[config.mk]
export PLATFORM = sky130hd
export DESIGN_NAME = mario_sprite_sequencer
export DESIGN_NICKNAME = d
export VERILOG_FILES = /design/src/rtl/mario_sprite_sequencer.sv
export SDC_FILE = /design/constraint.sdc
export NUM_CORES = 1
export LEC_CHECK = 0
export ABC_AREA = 1
export BUFFER_PORTS_ARGS = -buffer_cell sky130_fd_sc_hd__clkbuf_2
export CAP_MARGIN = 20
export CORE_MARGIN = 2
export CORE_UTILIZATION = 53
export DETAILED_ROUTE_END_ITERATION = 6
export PLACE_DENSITY_LB_ADDON = 0.15
export SLEW_MARGIN = 20
export SYNTH_ARGS = -nofsm -noshare
export SYNTH_HDL_FRONTEND = slang
export SYNTH_SLANG_ARGS = --single-unit
[constraint.sdc]
create_clock -name Clk -period 2.8 [get_ports Clk]
set_clock_uncertainty 0.05 [all_clocks]
set_input_delay 0 -clock Clk [delete_from_list [all_inputs] [get_ports Clk]]
set_output_delay 0 -clock Clk [all_outputs]
set_load 0.03 [all_outputs]
[src/rtl/mario_sprite_sequencer.sv]
// Mario walk-sprite animation controller and ROM fetch pipeline.
// Picks the sprite frame and facing once per video frame. Then maps each scan
// pixel to a ROM address and returns a registered, transparency-masked color.
module mario_sprite_sequencer #(
  parameter int SPR_W    = 20,
  parameter int SPR_H    = 22,
  parameter int ANIM_DIV = 6
) (
  input  logic        Clk,
  input  logic        Reset,
  input  logic        frame_tick,
  input  logic        move_left,
  input  logic        move_right,
  input  logic        airborne,
  input  logic [9:0]  MarioX,
  input  logic [9:0]  MarioY,
  input  logic [9:0]  DrawX,
  input  logic [9:0]  DrawY,
  output logic [8:0]  read_address,
  output logic [2:0]  frame_sel,
  output logic        mirror,
  input  logic [11:0] color_in,
  output logic        pixel_on,
  output logic [11:0] pixel_color
);

  // A one-bit counter is kept when ANIM_DIV is 1 so the vector stays legal.
  localparam int CNT_W = (ANIM_DIV > 1) ? $clog2(ANIM_DIV) : 1;
  localparam logic [CNT_W-1:0] CNT_LAST = CNT_W'(ANIM_DIV - 1);
  localparam logic [9:0]  BOX_W = 10'(SPR_W);
  localparam logic [9:0]  BOX_H = 10'(SPR_H);
  localparam logic [8:0]  ROW_STRIDE = 9'(SPR_W);
  localparam logic [8:0]  COL_LAST = 9'(SPR_W - 1);
  localparam logic [11:0] TRANSPARENT = 12'h808;

  // The encoding doubles as the ROM bank select.
  typedef enum logic [2:0] {
    ST_STAND = 3'd0,
    ST_WALK1 = 3'd1,
    ST_WALK2 = 3'd2,
    ST_WALK3 = 3'd3,
    ST_JUMP  = 3'd4
  } anim_state_t;

  anim_state_t      state_q, state_d;
  logic [CNT_W-1:0] step_q, step_d;
  logic             mirror_q, mirror_d;
  logic             moving;

  logic [9:0] col, row;
  logic       in_box;
  logic       in_box_d1;
  logic [8:0] col_eff;
  logic [8:0] addr_calc;
  logic       opaque;

  assign moving    = move_left ^ move_right;
  assign frame_sel = state_q;
  assign mirror    = mirror_q;

  // Animation state, step counter and facing load once per video frame.
  always_ff @(posedge Clk or posedge Reset) begin
    if (Reset) begin
      state_q  <= ST_STAND;
      step_q   <= '0;
      mirror_q <= 1'b0;
    end else begin
      state_q  <= state_d;
      step_q   <= step_d;
      mirror_q <= mirror_d;
    end
  end

  // Next animation state. Everything holds unless frame_tick is high.
  always_comb begin
    state_d  = state_q;
    step_d   = step_q;
    mirror_d = mirror_q;
    if (frame_tick) begin
      if (move_right && !move_left) begin
        mirror_d = 1'b0;
      end else if (move_left && !move_right) begin
        mirror_d = 1'b1;
      end
      if (airborne) begin
        state_d = ST_JUMP;
        step_d  = '0;
      end else if (moving && (state_q == ST_STAND || state_q == ST_JUMP)) begin
        state_d = ST_WALK1;
        step_d  = '0;
      end else if (moving) begin
        if (step_q == CNT_LAST) begin
          step_d = '0;
          unique case (state_q)
            ST_WALK1: state_d = ST_WALK2;
            ST_WALK2: state_d = ST_WALK3;
            default:  state_d = ST_WALK1;
          endcase
        end else begin
          step_d = step_q + 1'b1;
        end
      end else begin
        state_d = ST_STAND;
        step_d  = '0;
      end
    end
  end

  // Sprite-relative coordinates. Unsigned wraparound pushes pixels left of or
  // above the sprite to large values, so a single compare rejects them.
  always_comb begin
    col       = DrawX - MarioX;
    row       = DrawY - MarioY;
    in_box    = (col < BOX_W) && (row < BOX_H);
    col_eff   = mirror_q ? (COL_LAST - col[8:0]) : col[8:0];
    addr_calc = (row[8:0] * ROW_STRIDE) + col_eff;
  end

  // First pipeline stage: ROM address and the box flag that travels with it.
  always_ff @(posedge Clk or posedge Reset) begin
    if (Reset) begin
      read_address <= 9'd0;
      in_box_d1    <= 1'b0;
    end else begin
      read_address <= in_box ? addr_calc : 9'd0;
      in_box_d1    <= in_box;
    end
  end

  assign opaque = in_box_d1 && (color_in != TRANSPARENT);

  // Second pipeline stage: masked color toward the VGA color mapper.
  always_ff @(posedge Clk or posedge Reset) begin
    if (Reset) begin
      pixel_on    <= 1'b0;
      pixel_color <= 12'd0;
    end else begin
      pixel_on    <= opaque;
      pixel_color <= opaque ? color_in : 12'd0;
    end
  end

endmodule

=== Yosys cells after proc, flatten, opt, wreduce, memory -nomap -nowiden ===
Cells that the tools add are included.

* Output and inout port bits: 26
* Input port bits: 58
* Word-level logic and storage cells: 48
* Register bits after elaboration: 30

* $add $sub $neg: 5
* Multiply operators: 1
* Magnitude comparators: 2
* Mux-type cells: 14
* Eq/ne operators: 6
* Bitwise logic cells: 1
* Reduce and logical (&&, ||, !) cells: 12

{| class="wikitable"
|+ Operators by type and width
! operator !! count
|-
| $mux 3 || 8
|-
| $lt 10x5->1 const B || 2
|-
| $sub 10x10->10 || 2
|-
| $mux 9 || 2
|-
| $mux 12 || 1
|-
| $ne 12x12->1 const B || 1
|-
| $add 9x9->9 || 1
|-
| $mul 9x3->7 const B || 1
|-
| $sub 5x9->9 const A || 1
|-
| $eq 3x3->1 const B || 2
|-
| $logic_and 1x1->1 || 5
|-
| $ne 4x2->1 const B || 1
|-
| $pmux 2 s2 || 1
|-
| $reduce_and 2->1 || 2
|-
| $add 3x1->3 const B || 1
|-
| $eq 3x1->1 const B || 1
|-
| $eq 3x2->1 const B || 1
|-
| $logic_not 3->1 || 1
|-
| $logic_not 1->1 || 2
|-
| $mux 1 || 2
|-
| $reduce_bool 2->1 || 1
|-
| $logic_or 1x1->1 || 1
|-
| $xor 1x1->1 || 1
|}

=== Logic depth before layout (Yosys ltp) ===
* Word-level depth: 6
* Gate-level depth with buffers: 25
* Depth with buffers taken out: 25

=== Worst setup path after synthesis ===
Ideal clock, no wire load.

* Path kind: input port to flip-flop
* From: input port DrawY[0]
* To: register read_address[8]
* Setup slack: -212 ps
* Data required time: 2629 ps
* Stages: 19
* Data arrival time: 2840 ps
* Setup time: 121 ps
* Path buffers: 0
* Cell sequence: inv_1 -> ha_1 -> inv_1 -> fa_1 -> or2_2 -> and2_1 -> ha_1 -> inv_1 -> fa_1 -> inv_1 -> ha_1 -> nand2_1 -> nand2_1 -> a21oi_1 -> nand3_1 -> nand2_1 -> nand3_1 -> nand2_1 -> nor2_1

* Longest elaborated chain between the ends: 4
* Elaborated cells on any way between the ends: 6
* Those cells by class: add/sub: 2; mul: 1; order compare: 1; mux: 1; reduce/logical: 1

{| class="wikitable"
|+ Ends and longest elaborated chain
! what !! line !! text
|-
| start, declared || 18 || <nowiki>input logic [9:0] DrawY,</nowiki>
|-
| $sub 10x10->10 * || 113 || <nowiki>row = DrawY - MarioY;</nowiki>
|-
| $mul 9x3->7 or $lt 10x5->1 (tied branches) || 116, 114 ||
|-
| $add 9x9->9 or $logic_and 1x1->1 (tied branches) || 116, 114 ||
|-
| $mux 9 * || 125 || <nowiki>read_address <= in_box ? addr_calc : 9'd0;</nowiki>
|-
| end signal, assigned || 125 ||
|-
| end, declared || 19 || <nowiki>output logic [8:0] read_address,</nowiki>
|}

Every way passes the cells marked *; elsewhere a longest branch is shown, timed or not.
A chain may end at the register's enable or synchronous reset.

=== Worst setup path in the final report ===
Ends and elaborated chain as after synthesis.

==> results.txt <==
Worst-Margin Slew: 0.608 ns
crit start category: primary input
Detailed Route WL: 7.11 mm
status: completed
Net Sw Frac: 37.1%
depth of the worst register-to-register path: 13
FFs w/ async S/R, synth: 100%
first-pass GRT wire length: 11.8 mm
setup tns final: 0 ns
row count: 26
Hold Fails Final Rpt: 0
Int Power: 1.43 mW
gr usage total: 24.4%
final setup violating endpoints: 0
Die Width: 76.4 µm
Die ar.: 5830 µm²
Logic pwr share: 56.3%
Min-Delay Path Depth: 4
Clk Latency, worst-skew pair: 0.28 ns
Initial Util: 54.7%
area post-placement: 3550 µm²
part of the Yosys area used for sequential elements: 27.0%
Ant. Diodes: 0
fin cells: 612
VDD IR max: 0.592 mV
Synth Flop Type: dfrtp_1
crit share post-route: 96.0%
Inst Count DP: 582
critical path fanouts, max: 3
Yosys reg bits: 30
Ys Warns: 0
Port Buffers: 83
Leak Pwr: 2.38 nW
post-DP HPWL: 5.24 mm
syn avg cell area: 6.89 µm²
synthesized instance count: 403
final global-route overflow total: 0
Clock Pin Slew Worst Setup and Hold Paths: 0.06 ns
fmax: 372 MHz
Synthesized Nets: 499
Worst Path Required: 2.91 ns
Crit Path Class: primary input to flop
Syn Std Cell Area: 2780 µm²
Inserted Clock Buffers: 5
largest net degree at the start of global routing: 31
H-tree Lvls: 2
CTS tree: done
maxcap violations: 0
vias in the first global route: 2866
final worst-path setup slack: 0.112 ns
clk sinks: 30
dpl ws: -0.200 ns
post-route cell area: 4010 µm²
placer congestion estimate: 0.895
IO Count: 84
Max-Slew Margin vs Limit: 59.4%
synthesis-to-layout area growth: 44.5%
fin crit period: 2.69 ns
Slew Limit Fails: 0
Critical Path Sink Type: flop
vias per cell: 4.95
initial drt markers: 139
clock power share: 23.6%
layout cells sized above 1: 32.3%
wire per inst: 11.6 µm
sw power: 846 µW
Layout Nets: 637
Via Count: 3027
Pwr Density: 568 nW/µm²
Core Region: 5070 µm²
CP arrival: 2.80 ns
Pre-antenna DRT Iters: 5
antenna violations before repair: 0
remaining antenna violation count: 0
clk root buf: clkbuf_8
share of power burned in registers: 20.1%
final design utilization: 79.1%
Post-synth EDFFs: 0
Longest Clk Path Bufs: 2
Residual DRC: 0
Netlist cell types: 28
Hold Crit Class: primary input to flop
Die Y: 76.4 µm
[kinds of logic after synthesis]
kind of cell	count (synthesis)	synth area share (%)
AO/OA/AOI/OAI	31	6.26
XOR/XNOR	17	5.36
AND/OR/NAND/NOR	194	30.6
adder cells (fa/ha/maj)	38	18.2
buffers and inverters	93	12.6
flip-flops	30	27.0
[layout by cell type (no fill, tap or decap), types with 3 or more instances in the layout]
cell type      synthesis  final
o21ai_0               10      9
fa_2                   0      3
nand3_1               36     32
nor2_1                34     33
clkbuf_2               0     82
nand2_2                3     15
inv_1                 91     83
a21oi_1               14     11
buf_4                  0     34
dfrtp_1               30     30
inv_2                  0      7
xor2_1                11      9
nand4_1               10     10
dlygate4sd3_1          0     16
a21oi_2                1      4
nor3_1                 3      3
ha_4                   0      6
ha_2                   0      3
nor4_1                 3      3
xnor2_1                6      6
nand2_1               99     87
ha_1                  34     25
nand3_2                0      4
clkbuf_8               0      6
[Yosys cell counts (all sizes together), types with 4 or more instances]
cell,count,area (µm²)
fa,4,80.1
a21oi,15,78.8
xor2,11,96.3
dfrtp,30,751
inv,91,342
nand3,36,180
nor2,35,134
nand4,11,83.8
xnor2,6,52.6
o21ai,10,50.1
nand2,102,390
ha,34,425
[power groups by stage]
stage               Combinational (mW)  Sequential, mW  Clock [mW]
detailed placement                1.07           0.465           0
global route                      1.44           0.459       0.562
finish                            1.28           0.458       0.539
CTS                               1.10           0.458       0.541
floorplan                        0.739           0.473           0
global placement                  1.04           0.465           0
[through the flow]
step | hold WS [ns] | total power, mW
5_1_grt | 0.0573 | 2.46
3_3_place_gp | 0.158 | 1.51
3_5_place_dp | 0.167 | 1.54
4_1_cts | 0.0332 | 2.10
2_1_floorplan | 0.0408 | 1.21
6_report | 0.0286 | 2.28
[cell type report]
type	instances	area (µm²)
fill	372	1060
clock buffer	6	82.6
tap	70	87.6
timing repair buffer	133	837
clock inverter	2	60.1
inverter	91	344
multi-input combinational	280	1850
sequential	30	751
[worst paths after layout]
kind / from / end / slack, ns
setup / recovery: DrawY[0] / read_address[8] / 0.11
hold / removal: move_left / mirror / 0.03
setup reg to reg: mirror / read_address[8] / 0.53
hold reg to reg: in_box_d1 / pixel_on / 0.44
max in group asynchronous: Reset / read_address[1] / 2.00
min in group asynchronous: Reset / pixel_color[4] / 0.29
[worst max-delay path, cell delays in order]
cell and delay [ns]:
buf_6 0.10, inv_4 0.04, ha_4 0.11, inv_2 0.04, fa_2 0.35, or2_4 0.26
and2_4 0.15, ha_4 0.27, inv_2 0.04, fa_1 0.55, inv_2 0.05, ha_4 0.23
nand2_2 0.08, nand2_2 0.05, a21oi_2 0.13, nand3_1 0.09, nand2_2 0.10, nand3_2 0.08
nand2_2 0.06, nor2_1 0.04
[state kept, by name, summed over array words and instances (netlist names)]
name / cells
mirror: 1
step_q: 3
pixel_color: 12
read_address: 9
pixel_on: 1
frame_sel: 3
in_box_d1: 1
[what timing repair did]
item,CTS,global route
endpoints found under the setup margin,0,1
resized for setup,0,32
hold buffers,16,0
setup buffers,0,6
hold endpoints to repair,45,0
[routing by layer]
layer,GRT usage (%),routed length (µm)
met1,27.4,2880
met2,47.3,3780
met3,4.74,295
met4,5.45,155
met5,0,0
Note: power is estimated with default switching activity, not from simulation.
